--- config.mk ---
export PLATFORM = sky130hd
export DESIGN_NAME = mxn_pipe
export DESIGN_NICKNAME = d
export VERILOG_FILES = /design/src/rtl/mxn_pipe_pkg.sv /design/src/rtl/mxn_pipe_slot.sv /design/src/rtl/mxn_pipe.sv
export SDC_FILE = /design/constraint.sdc
export NUM_CORES = 1
export LEC_CHECK = 0
export BUFFER_PORTS_ARGS = -buffer_cell sky130_fd_sc_hd__buf_2
export CAP_MARGIN = 0
export CORE_AREA = 5 5 42 44
export DETAILED_ROUTE_END_ITERATION = 6
export DIE_AREA = 0 0 47 49
export PLACE_DENSITY = 0.72
export SYNTH_ARGS = -nofsm -noshare
export SYNTH_HDL_FRONTEND = slang
export SYNTH_SLANG_ARGS = --single-unit
--- constraint.sdc ---
create_clock -name sys_clk -period 2.25 [get_ports sys_clk]
set_input_delay 0.45 -clock sys_clk [delete_from_list [all_inputs] [get_ports sys_clk]]
set_output_delay 0.45 -clock sys_clk [all_outputs]
set_load 0.03 [all_outputs]
--- src/rtl/mxn_pipe_pkg.sv ---
`default_nettype none
// ============================================================================
//  Module      : mxn_pipe_pkg
//  Description : Shared constants, transfer-status type and select-clamp
//                helper for the mxn_pipe registered N:1 channel selector.
//  Contents    : MXN_MAX_N / MXN_MAX_W  - legal upper bounds for N and W
//                mxn_xfer_t             - per-cycle input/output handshake
//                mxn_eff_sel()          - maps out-of-range select to N-1
//  Revision    : 1.0  initial release
// ============================================================================
package mxn_pipe_pkg;

    localparam int MXN_MAX_N = 32;
    localparam int MXN_MAX_W = 64;

    // Handshake outcome for the current cycle.
    typedef struct packed {
        logic in_fire;   // selected channel word accepted at this edge
        logic out_fire;  // stored word consumed downstream at this edge
    } mxn_xfer_t;

    // A latched select beyond the last channel behaves as the last channel,
    // so a stale or oversized select can never address a missing source.
    function automatic int unsigned mxn_eff_sel(input int unsigned sel,
                                                input int unsigned n);
        return (sel >= n) ? (n - 1) : sel;
    endfunction

endpackage
`default_nettype wire

--- src/rtl/mxn_pipe_slot.sv ---
`default_nettype none
// ============================================================================
//  Module      : mxn_slot
//  Description : One W-bit storage slot with a valid flag. Load has priority
//                over clear so a simultaneous drain-and-refill keeps the slot
//                occupied with the new word.
//  Ports       : sys_clk_i  - clock, rising edge
//                resetl_i   - synchronous active-low reset (empties slot)
//                ld_i       - capture d_i, mark valid
//                clr_i      - mark empty (ignored when ld_i=1)
//                d_i        - word to capture
//                q_o        - stored word
//                vld_o      - slot holds a word
//  Revision    : 1.0  initial release
// ============================================================================
module mxn_slot #(
    parameter int W = 1
) (
    input  logic         sys_clk_i,
    input  logic         resetl_i,
    input  logic         ld_i,
    input  logic         clr_i,
    input  logic [W-1:0] d_i,
    output logic [W-1:0] q_o,
    output logic         vld_o
);

    logic [W-1:0] data_q;
    logic [W-1:0] data_d;
    logic         vld_q;
    logic         vld_d;

    always_comb begin
        data_d = data_q;
        vld_d  = vld_q;
        if (ld_i) begin
            data_d = d_i;
            vld_d  = 1'b1;
        end else if (clr_i) begin
            vld_d  = 1'b0;
        end
    end

    always_ff @(posedge sys_clk_i) begin
        if (!resetl_i) begin
            data_q <= '0;
            vld_q  <= 1'b0;
        end else begin
            data_q <= data_d;
            vld_q  <= vld_d;
        end
    end

    assign q_o   = data_q;
    assign vld_o = vld_q;

endmodule
`default_nettype wire

--- src/rtl/mxn_pipe.sv ---
`default_nettype none
// ============================================================================
//  Module      : mxn_pipe
//  Description : Parametrised registered N:1 channel selector with latched
//                select, valid/ready flow control and an active-high gate
//                (gn) that blanks the output and stalls draining.
//  Parameters  : N  - channel count (2..32)
//                W  - data width per channel (1..64)
//                SW - select width, derived from N; do not override
//  Ports       : sys_clk   in  1     clock, rising edge
//                resetl    in  1     synchronous active-low reset
//                in_data   in  N*W   channel i at [i*W +: W]
//                in_valid  in  N     per-channel valid
//                in_ready  out N     per-channel accept, at most one set
//                sel       in  SW    next channel select
//                sel_ld    in  1     load sel into the latched select
//                sel_q     out SW    latched select in effect
//                gn        in  1     gate: blank output, hold storage
//                out_data  out W     selected word, registered
//                out_valid out 1     out_data holds a word
//                out_ready in  1     downstream accept
//  Build macro : MXN_PIPE_SKID_EN - adds a skid slot so in_ready is a pure
//                register output; undefined gives the single-slot datapath.
//  Revision    : 1.0  initial release
// ============================================================================
module mxn_pipe
    import mxn_pipe_pkg::*;
#(
    parameter int N  = 8,
    parameter int W  = 1,
    parameter int SW = $clog2(N)
) (
    input  logic           sys_clk,
    input  logic           resetl,
    input  logic [N*W-1:0] in_data,
    input  logic [N-1:0]   in_valid,
    output logic [N-1:0]   in_ready,
    input  logic [SW-1:0]  sel,
    input  logic           sel_ld,
    output logic [SW-1:0]  sel_q,
    input  logic           gn,
    output logic [W-1:0]   out_data,
    output logic           out_valid,
    input  logic           out_ready
);

    logic [SW-1:0] sel_lat_q;
    logic [SW-1:0] sel_lat_d;
    logic [SW-1:0] eff;
    logic [W-1:0]  in_word;
    logic [W-1:0]  main_data;
    logic          main_vld;
    logic          ready_eff;
    mxn_xfer_t     xfer;

    // ---------------------------------------------------------------------
    // Select latch. A transfer in the loading cycle still uses the old
    // select because eff is derived from the registered value only.
    // ---------------------------------------------------------------------
    always_comb begin
        sel_lat_d = sel_ld ? sel : sel_lat_q;
    end

    always_ff @(posedge sys_clk) begin
        if (!resetl) begin
            sel_lat_q <= '0;
        end else begin
            sel_lat_q <= sel_lat_d;
        end
    end

    assign sel_q   = sel_lat_q;
    assign eff     = SW'(mxn_eff_sel(32'(sel_lat_q), N));
    assign in_word = in_data[eff*W +: W];

    // ---------------------------------------------------------------------
    // Handshakes. Output side is masked by resetl so nothing is consumed
    // in a reset cycle.
    // ---------------------------------------------------------------------
    always_comb begin
        xfer          = '0;
        xfer.out_fire = main_vld & out_ready & ~gn & resetl;
        xfer.in_fire  = in_valid[eff] & ready_eff;
    end

    always_comb begin
        in_ready      = '0;
        in_ready[eff] = ready_eff;
    end

    assign out_valid = main_vld & ~gn & resetl;
    assign out_data  = out_valid ? main_data : '0;

`ifdef MXN_PIPE_SKID_EN
    // ---------------------------------------------------------------------
    // Two-slot datapath. Main slot feeds the output; skid slot catches the
    // word accepted while main is full and stalled. Ready is registered as
    // the complement of the next skid occupancy, so there is no path from
    // out_ready/gn to in_ready. Its reset value keeps in_ready low in reset.
    // ---------------------------------------------------------------------
    logic [W-1:0] skid_data;
    logic         skid_vld;
    logic         main_ld;
    logic [W-1:0] main_d;
    logic         skid_ld;
    logic         ready_q;
    logic         ready_d;

    always_comb begin
        // Skid occupied: it is the older word and refills main on drain.
        // Skid empty: new word lands in main if main is free or draining.
        main_ld = skid_vld ? xfer.out_fire
                           : (xfer.in_fire & (~main_vld | xfer.out_fire));
        main_d  = skid_vld ? skid_data : in_word;
        skid_ld = xfer.in_fire & main_vld & ~xfer.out_fire;
        ready_d = ~(skid_ld | (skid_vld & ~xfer.out_fire));
    end

    always_ff @(posedge sys_clk) begin
        if (!resetl) begin
            ready_q <= 1'b0;
        end else begin
            ready_q <= ready_d;
        end
    end

    assign ready_eff = ready_q;

    mxn_slot #(.W(W)) u_main (
        .sys_clk_i (sys_clk),
        .resetl_i  (resetl),
        .ld_i      (main_ld),
        .clr_i     (xfer.out_fire),
        .d_i       (main_d),
        .q_o       (main_data),
        .vld_o     (main_vld)
    );

    mxn_slot #(.W(W)) u_skid (
        .sys_clk_i (sys_clk),
        .resetl_i  (resetl),
        .ld_i      (skid_ld),
        .clr_i     (xfer.out_fire),
        .d_i       (in_word),
        .q_o       (skid_data),
        .vld_o     (skid_vld)
    );
`else
    // ---------------------------------------------------------------------
    // Single-slot datapath. Accept when empty or when the stored word is
    // leaving this cycle, which lets a full slot refill without a bubble.
    // ---------------------------------------------------------------------
    assign ready_eff = resetl & (~main_vld | (out_ready & ~gn));

    mxn_slot #(.W(W)) u_main (
        .sys_clk_i (sys_clk),
        .resetl_i  (resetl),
        .ld_i      (xfer.in_fire),
        .clr_i     (xfer.out_fire),
        .d_i       (in_word),
        .q_o       (main_data),
        .vld_o     (main_vld)
    );
`endif

endmodule
`default_nettype wire

==> results.toml, run 1 <==
[outcome]
status = "complete, no violations"

[final_layout]
drive_gt1_share_pct = 55.0
syn2layout_area_growth_pct = 44.3
layoutNonFillerInstCount = 96
fillCellCount = 148
multiInputGateArea_um2 = 282
seq_area_um2 = 100
diodes = 0
nets = 105

[power_and_ir_drop]
combPwrFrac_pct = 30.1
power_frac_seq_pct = 35.7
switching_share_pct = 30.6
p_total_w = 0.000303
ir_worst_vdd_mv = 0.212
cellPowerDensity_mw_per_mm2 = 489
switchingPower_w = 0.0000926
leakage_nw = 0.325
p_int_w = 0.000210
clock_power_share_pct = 34.2

[floorplanning]
die_h_um = 49
io-pin-count = 37
core_area_mm2 = 0.00140
rows = 14
start_util_pct = 30.6
fp.dieW_um = 47
die-area_mm2 = 0.00230

[global_route]
grt_pass1_wl_um = 1950
grt-ovfl-total = 0
grtUsageTotal_pct = 11.4
grt_pass1_vias = 468
antenna_found_initial = 0
grt_start_max_net_pins = 12

[yosys]
synth.area.top_cells = "dfxtp_1 23%, mux4_1 12%, mux4_2 10%, mux2i_1 9.3%, nor2_1 7.9%"
syn_area_um2 = 429
yosys.area.top_type = "dfxtp_1"
ys_seq_elements = 5
synthCells = 43
synthArstFlopShare_pct = 0
syn_area_per_cell_um2 = 9.98
synth-edff-count = 0
ys_types = 22
synth_top_area_share_pct = 23.3
ys_seq_area_share_pct = 23.3
synth_nets = 67
yosysWarnings = 0
synth_flop_cell = "dfxtp_1"

[setup_path]
arrival_ns = 1.48
start_kind = "flip-flop"
worstSetupPathType = "flip-flop to output pin"
endpoint_kind = "output pin"
cp_max_fo = 8
cp.required_ns = 1.80

[run]
drv_cap = 0

[cts]
cts-root-buf = "clkbuf_4"
numClockSinks = 5
cts_resized = 0
clk_pin_slew_ns = 0.04
clock_latency_ns = 0.24
htree_levels = 1
cts_made_buffers = 3
cts_hold_buf = 0
cts_tree = "built"
clk_path_buf_depth = 2
post_cts_buffers = 0

[routing]
firstDrtPassIters = 3
wl_per_cell_um = 11.9
wl_met2_um = 530
drc = 0
wl_met1_um = 449
wl_met3_um = 126
final_antenna_net_count = 0
drtIter0Drc = 5
route.top_layer_used = "met4"
drt_wl_total_um = 1140
vias_per_cell = 4.72
via_count = 453

[timing]
fmax_ghz = 0.518
skew_ns = 0.000397
finalCritPeriodShare_pct = 85.7
slew_violations = 0
rsz0062_at_grt = "false"
hold_violations = 0
worstMarginPinSlew_ns = 0.380
setup_violations = 0
layout_min_cycle_time_ns = 1.93
relSlewSlack_pct = 74.6
tns_ns = 0
final.setup.worst_slack_ns = 0.321

[placement]
place_ws_ns = 0.364
dp_hpwl_um = 963
place_inst = 92
gp_congestion = 0.722
io_buffers = 36

[worst_hold_path]
min_path_type = "primary input to flip-flop"
[layer usage]
layer  vias to the layer above  GRT usage (%)
li1                        231              -
met2                        24           17.9
met3                         4           1.85
met4                         0           6.91
met5                         -              0
met1                       194           14.0
[cells in the mapped netlist, types with 2 or more instances]
library cell	instances
nor2_1	9
dfxtp_1	5
mux2i_1	4
buf_6	2
inv_1	2
mux4_1	2
mux4_2	2
nand2b_1	2
nor3_1	2
[per-stage QoR]
step / util [%] / hold WS [ns] / cell area, µm²
2_1_floorplan: - / 0.459 / 429
3_3_place_gp: 42.3 / 0.492 / 593
3_5_place_dp: 42.3 / 0.493 / 593
4_1_cts: 44.2 / 0.445 / 619
5_1_grt: 44.2 / 0.453 / 619
6_report: 44.2 / 0.449 / 619
[power groups by stage]
stage                     Combinational [W]  Clock (W)  Sequential, W
after global routing               0.000101   0.000113       0.000110
after detailed placement          0.0000923          0       0.000109
final                             0.0000912   0.000103       0.000108
after floorplan                   0.0000650          0       0.000108
after CTS                         0.0000923   0.000109       0.000108
after global placement            0.0000901          0       0.000110
[cell type report]
cell class / count / share of cell area, %
multi-input combinational: 32 / 45.5
sequential: 5 / 16.2
timing repair buffer: 36 / 29.1
inverter: 3 / 1.82
clock buffer: 4 / 4.24
tap: 16 / 3.23
[cell usage in the layout (no fill, tap or decap), types with 2 or more instances in the layout]
cell type / instances
buf_2: 36
mux2i_1: 4
inv_1: 2
mux4_1: 2
nand2b_1: 2
dfxtp_1: 5
nor3_1: 2
clkbuf_4: 3
nor2_1: 9
mux4_2: 2
[cell families after synthesis]
kind of cell    count (synthesis)  share of synthesized area [%]
compound gates                  5                           8.74
buf+inv                         6                           11.1
mux                             9                           37.3
flops                           5                           23.3
simple gates                   18                           19.5
[flip-flops by register name, indices dropped and copies added, names as in the netlist]
| signal | cells |
|---|---|
| u_main.vld_o | 1 |
| u_main.q_o | 1 |
| sel_q | 3 |
[critical path: stages (launching register included)]
cell and delay, ns:
dfxtp_1 0.40, or3_1 0.47, nor3_1 0.15, buf_2 0.22
[worst paths after layout]
path / start / end / slack, ns / cells after the start
worst min-delay path: sel[2] / sel_q[2] / 0.45 / 3
worst min register to register: u_main.q_o / u_main.q_o / 0.51 / 2
worst max-delay path: sel_q[0] / in_ready[0] / 0.32 / 3
worst max register to register: sel_q[0] / u_main.q_o / 0.71 / 4
Note: power is estimated with default switching activity, not from simulation.
==> run 2: changes to the inputs <==
--- a/config.mk
+++ b/config.mk
@@ -10,7 +10,9 @@
 export CORE_AREA = 5 5 42 44
 export DETAILED_ROUTE_END_ITERATION = 6
 export DIE_AREA = 0 0 47 49
-export PLACE_DENSITY = 0.72
+export HOLD_SLACK_MARGIN = 0.12
+export PLACE_DENSITY = 0.73
 export SYNTH_ARGS = -nofsm -noshare
 export SYNTH_HDL_FRONTEND = slang
+export SYNTH_HIERARCHICAL = 1
 export SYNTH_SLANG_ARGS = --single-unit
==> run 2 against run 1 <==
Net effect:
- flip-flop and latch count is the same
- worst hold slack improved by 0.022 ns
- sequential power about the same
- largest power group unchanged
==> results.toml, run 2 <==
[outcome]
status = "complete, no violations"

[timing]
setup_violations = 0
slew_violations = 0
layout_min_cycle_time_ns = 1.77
final.setup.worst_slack_ns = 0.477
skew_ns = 0.00602
rsz0062_at_grt = "false"
fmax_ghz = 0.564
fin_hold_ws_ns = 0.471
tns_ns = 0
hold_violations = 0
finalCritPeriodShare_pct = 78.8
worstMarginPinSlew_ns = 0.384
relSlewSlack_pct = 74.4

[final_layout]
layoutNonFillerInstCount = 108
largest_register_ffs = 3
diodes = 0
final_common_cell = "buf_2"
syn2layout_area_growth_pct = 45.8
layout_common_cells = "36 x buf_2, 9 x mux2i_1, 8 x nor2_1"
drive_gt1_share_pct = 44.6
nets = 117

[yosys]
synthCells = 54
synth.area.top_cells = "dfxtp_1 22%, mux2i_1 20%, nor2b_1 8.3%, nor2_1 6.7%, buf_6 5.0%"
ys_types = 21
synthSimpleGateAreaFrac_pct = 28.9
synthArstFlopShare_pct = 0
syn_area_per_cell_um2 = 8.34
synth_most_common_cell = "mux2i_1"
ys_seq_area_share_pct = 22.2
synth_compound_area_share_pct = 17.8
syn_area_um2 = 450
synth_common_cells = "9 x mux2i_1, 8 x nor2_1, 6 x nor2b_1"
synth-edff-count = 0
yosys.area.top_type = "dfxtp_1"
ys_seq_elements = 5
synth_top_area_share_pct = 22.2
synth_flop_cell = "dfxtp_1"
synth-xor-area-share_pct = 0
yosysWarnings = 6
synth_top_family_by_area = "simple AND/OR/NAND/NOR gates"
synth_nets = 78
synthAdderAreaFrac_pct = 0
muxShareOfSynthArea_pct = 23.3

[power_and_ir_drop]
ir_worst_vdd_mv = 0.524
clock_power_share_pct = 33.4
switching_share_pct = 30.8
cellPowerDensity_mw_per_mm2 = 463
combPwrFrac_pct = 32.0
switchingPower_w = 0.0000936
leakage_nw = 0.331
power_frac_seq_pct = 34.6
p_int_w = 0.000210

[floorplanning]
die-area_mm2 = 0.00230
rows = 14
core_area_mm2 = 0.00140
fp.dieW_um = 47
io-pin-count = 37
die_h_um = 49
start_util_pct = 32.1

[routing]
drtIter0Drc = 4
drt_wl_total_um = 1230
firstDrtPassIters = 4
drc = 0
final_antenna_net_count = 0
vias_per_cell = 4.86
via_count = 525
wl_per_cell_um = 11.4

[cts]
cts-root-buf = "clkbuf_4"
clk_pin_slew_ns = 0.04
cts_tree = "built"
numClockSinks = 5
cts_made_buffers = 3
post_cts_buffers = 0
clock_latency_ns = 0.24
htree_levels = 1
cts_resized = 0
clk_path_buf_depth = 2
cts_hold_buf = 0

[setup_path]
path_cells = "o211ai_1 -> nor2_1 -> buf_2"
critical-path-max-stage-delay_ns = 0.48
path_buf_inv = 1
cp_max_fo = 9
start_kind = "flip-flop"
cp.required_ns = 1.80
arrival_ns = 1.32
endpoint_kind = "output pin"
critical-path-top-delay-family = "flip-flops"
slowest_stage = "dfxtp_1"
worstSetupPathType = "flip-flop to output pin"

[global_route]
antenna_found_initial = 0
grt_start_max_net_pins = 13
grtUsageMet1_pct = 11.9
grt_pass1_wl_um = 1930
grt_pass1_vias = 486
grt_use_met3_pct = 5.90
top_usage_layer = "met2"
grt-ovfl-total = 0
grtUsageTotal_pct = 11.2
gr-usage-met2_pct = 20.1

[placement]
gp_congestion = 0.684
place_ws_ns = 0.533
place_inst = 104
dp_hpwl_um = 1010
io_buffers = 36

[worst_hold_path]
min_path_type = "primary input to flip-flop"

[run]
drv_cap = 0
run 2: cell types whose count changed after synthesis, moves of 2 or more:
| cell | before | now |
|---|---|---|
| nor2b_1 | 0 | 6 |
| mux2i_1 | 4 | 9 |
| a31oi_1 | 0 | 2 |
| mux4_1 | 2 | 0 |
| mux4_2 | 2 | 0 |
| nor3_1 | 2 | 0 |
| nor3b_1 | 0 | 2 |
| o211ai_1 | 1 | 3 |
| o22ai_1 | 0 | 2 |
run 2: area by class of cell:
class                      count  area (µm²)
multi-input combinational     44         315
inverter                       2        7.51
tap                           16        20.0
clock buffer                   4        26.3
timing repair buffer          37         188
fill                         159         744
sequential                     5         100
run 2: worst min-delay path, stage by stage:
cell,delay [ns]
buf_2,0.07
mux2i_1,0.06
nor2b_1,0.09
run 2: cells by family after synthesis:
group,Yosys count
muxes,10
buffers and inverters,5
AOI/OAI and AO/OA,11
DFF,5
and+or+nand+nor,23
run 2: metrics by stage:
step           power [W]  util [%]  cell area, µm²
5_1_grt         0.000328      46.9             657
3_3_place_gp    0.000203      45.0             631
3_5_place_dp    0.000205      45.0             631
6_report        0.000304      46.9             657
2_1_floorplan   0.000171         -             450
4_1_cts         0.000308      46.9             657
run 2: power groups by stage:
stage               logic (W)  registers (W)  clock network, W
global placement    0.0000969       0.000107                 0
CTS                 0.0000981       0.000105          0.000105
floorplan           0.0000642       0.000107                 0
finish              0.0000974       0.000105          0.000101
global route         0.000107       0.000107          0.000113
detailed placement  0.0000978       0.000107                 0
run 2: path summary, 6_finish.rpt:
check | start | endpoint | slack [ns] | depth (start not counted)
max | sel_q[0] | in_ready[7] | 0.48 | 3
min | sel[2] | sel_q[2] | 0.47 | 3
max reg2reg | sel_q[0] | u_main/q_o | 0.66 | 6
min reg2reg | u_main/q_o | u_main/q_o | 0.51 | 2
run 2: per-layer routing:
metal | vias to the layer above | routed length [µm]
met5 | - | 0
met4 | 0 | 0
met3 | 0 | 108
met2 | 18 | 670
met1 | 239 | 447
li1 | 268 | -
==> run 3: changes to the inputs <==
--- a/config.mk
+++ b/config.mk
@@ -5,13 +5,14 @@
 export SDC_FILE = /design/constraint.sdc
 export NUM_CORES = 1
 export LEC_CHECK = 0
+export ABC_AREA = 1
 export BUFFER_PORTS_ARGS = -buffer_cell sky130_fd_sc_hd__buf_2
 export CAP_MARGIN = 0
-export CORE_AREA = 5 5 42 44
+export CORE_MARGIN = 5
+export CORE_UTILIZATION = 35
 export DETAILED_ROUTE_END_ITERATION = 6
-export DIE_AREA = 0 0 47 49
 export HOLD_SLACK_MARGIN = 0.12
-export PLACE_DENSITY = 0.73
+export PLACE_DENSITY = 0.75
 export SYNTH_ARGS = -nofsm -noshare
 export SYNTH_HDL_FRONTEND = slang
 export SYNTH_HIERARCHICAL = 1
==> constraint.sdc (replaced) <==
create_clock -name sys_clk -period 1.5 [get_ports sys_clk]
set_input_delay 0.3 -clock sys_clk [delete_from_list [all_inputs] [get_ports sys_clk]]
set_output_delay 0.3 -clock sys_clk [all_outputs]
set_load 0.03 [all_outputs]
==> run 3 against run 2 <==
Net effect:
- sequential power up 52%
- worst setup slack worse by 0.44 ns
- global-route usage up 1.1 points
- synthesized cell count up 78%
- sequential share of layout area down 2.3 points
- area after synthesis up 16%
- clock power up 52%
- power up 79%
- clock-buffer cell count unchanged
- utilization up 10 points
- flip-flop and latch count unchanged
- worst hold slack worse by 0.13 ns
- critical endpoint is now in_ready[4]
==> results.toml, run 3 <==
[timing]
slew_violations = 0
layout_min_cycle_time_ns = 1.46
finalCritPeriodShare_pct = 97.3
fmax_ghz = 0.685
final.setup.worst_slack_ns = 0.0405
rsz0062_at_grt = "true"
hold_violations = 0
relSlewSlack_pct = 86.5
skew_ns = 0.00264
worstMarginPinSlew_ns = 0.201
setup_violations = 0

[power_and_ir_drop]
ir_worst_vdd_mv = 0.668
cellPowerDensity_mw_per_mm2 = 647
leakage_nw = 0.504

[cts]
clock_latency_ns = 0.24
clk_path_buf_depth = 2
cts_tree = "built"
cts_hold_buf = 0
numClockSinks = 5
htree_levels = 1
cts_made_buffers = 3
cts-root-buf = "clkbuf_4"
clk_pin_slew_ns = 0.04

[yosys]
synth_common_cells = "32 x nand2_1, 18 x inv_1, 16 x nor2_1"
synth_flop_cell = "dfxtp_1"
synth_most_common_cell = "nand2_1"
synth_top_area_share_pct = 22.9
synth.area.top_cells = "nand2_1 23%, dfxtp_1 19%, inv_1 13%, nor2_1 11%, nand2_4 4.3%"
synth_top_family_by_area = "simple AND/OR/NAND/NOR gates"
synth_nets = 120
synth-edff-count = 0
syn_area_per_cell_um2 = 5.46
synthAdderAreaFrac_pct = 0
synthCells = 96
ys_seq_elements = 5
yosysWarnings = 6
syn_area_um2 = 524
yosys.area.top_type = "nand2_1"
synth-xor-area-share_pct = 0
synthArstFlopShare_pct = 0
synthSimpleGateAreaFrac_pct = 50.1
muxShareOfSynthArea_pct = 0
ys_types = 19
ys_seq_area_share_pct = 19.1
synth_compound_area_share_pct = 11.5

[floorplanning]
start_util_pct = 35.6
die_h_um = 48.7
io-pin-count = 37
fp.dieW_um = 48.7
rows = 14
die-area_mm2 = 0.00237
core_area_mm2 = 0.00147

[global_route]
grt_pass1_vias = 595
grt_use_met3_pct = 4.91
gr-usage-met2_pct = 18.3
antenna_found_initial = 0
grt-ovfl-total = 0
grt_pass1_wl_um = 2380
top_usage_layer = "met2"
grtUsageTotal_pct = 12.3
grt_start_max_net_pins = 11
grtUsageMet1_pct = 15.0

[final_layout]
syn2layout_area_growth_pct = 60.4
final_common_cell = "nand2_1"
fillCellCount = 156
largest_register_ffs = 3
layout_common_cells = "32 x nand2_1, 28 x buf_2, 18 x inv_1"
nets = 164
layoutNonFillerInstCount = 155
drive_gt1_share_pct = 47.5
diodes = 0

[setup_path]
start_kind = "flip-flop"
cp_max_fo = 4
reg2reg_setup_slack_ns = 0.17
arrival_ns = 1.16
r2r_start = "sel_q[2]"
worstSetupPathType = "flip-flop to output pin"
endpoint_kind = "output pin"
r2r-end = "u_main/q_o"
cp.required_ns = 1.20
rr_worst_depth = 10

[worst_hold_path]
min_path_type = "primary input to flip-flop"
hold_depth = 3
hold_end = "sel_q[1]"
hold_start = "sel[1]"

[placement]
gp_congestion = 0.745
io_buffers = 36
place_ws_ns = 0.0856
place_inst = 150
dp_hpwl_um = 1180

[outcome]
status = "complete, no violations"

[routing]
drtIter0Drc = 6
final_antenna_net_count = 0
via_count = 661
wl_per_cell_um = 9.48
drc = 0
firstDrtPassIters = 3
drt_wl_total_um = 1470
vias_per_cell = 4.26

[run]
drv_cap = 0
[run 3: changes by cell type after synthesis, moves of 3 or more]
cell      before  now
nand2_1        1   32
inv_1          2   18
mux2i_1        9    0
nor2_1         8   16
nor2b_1        6    0
inv_2          0    3
nand3_1        0    3
o211ai_1       3    0
o21ai_0        0    3
[run 3: routing by layer]
metal / wire length [µm] / vias to the layer above
met5: 0 / -
met2: 680 / 25
met3: 130 / 0
met1: 659 / 269
li1: - / 367
met4: 0 / 0
[run 3: cell families (layout without fill, tap and decap cells)]
logic type             count (synthesis)  in the layout
AO/OA/AOI/OAI                          9              9
buffers and inverters                 23             66
AND/OR/NAND/NOR                       59             59
flip-flops                             5              5
[run 3: how the worst max path moves through the flow]
stage | from | endpoint | slack, ns | cells after the start
CTS | sel_q[1] | in_ready[2] | -0.0008 | 5
global route | sel_q[2] | in_ready[4] | -0.04 | 5
finish | u_main/vld_o | in_ready[4] | 0.04 | 4
floorplan | sel_q[2] | in_ready[4] | -0.10 | 4
global placement | resetl | in_ready[1] | 0.11 | 8
detailed placement | resetl | in_ready[0] | 0.09 | 8
[run 3: power breakdown]
part | internal, W | total (W) | switching (W)
combinational | 0.0000935 | 0.000230 | 0.000137
clock | 0.000101 | 0.000154 | 0.0000540
sequential | 0.000146 | 0.000160 | 0.0000136
total | 0.000340 | 0.000544 | 0.000204
[run 3: layout make-up]
class,count,area (µm²),share of cell area [%]
tap,16,20.0,2.38
sequential,5,109,12.9
inverter,22,90.1,10.7
multi-input combinational,68,343,40.8
clock buffer,4,26.3,3.13
timing repair buffer,40,253,30.1
[run 3: through the flow]
stage	util [%]	total power, W	hold slack (ns)	TNS (ns)	area, µm²
4_1_cts	53.5	0.000542	0.328	-0.000846	787
3_3_place_gp	50.3	0.000369	0.482	0	741
3_5_place_dp	50.3	0.000373	0.495	0	741
2_1_floorplan	-	0.000304	0.422	-0.203	529
6_report	57.1	0.000544	0.340	0	841
5_1_grt	57.1	0.000598	0.364	-0.162	841
[run 3: repair_timing]
| action | in CTS | in global routing |
|---|---|---|
| setup buffers | 0 | 1 |
| setup endpoints to repair | 6 | 8 |
| pin swaps | 0 | 2 |
| gates resized for setup | 9 | 18 |
[run 3: critical path, cell delays in order (launching register included)]
cell and delay, ns:
dfxtp_2 0.34, o21ai_4 0.22, nand2_4 0.10, nor2_1 0.10, buf_4 0.17
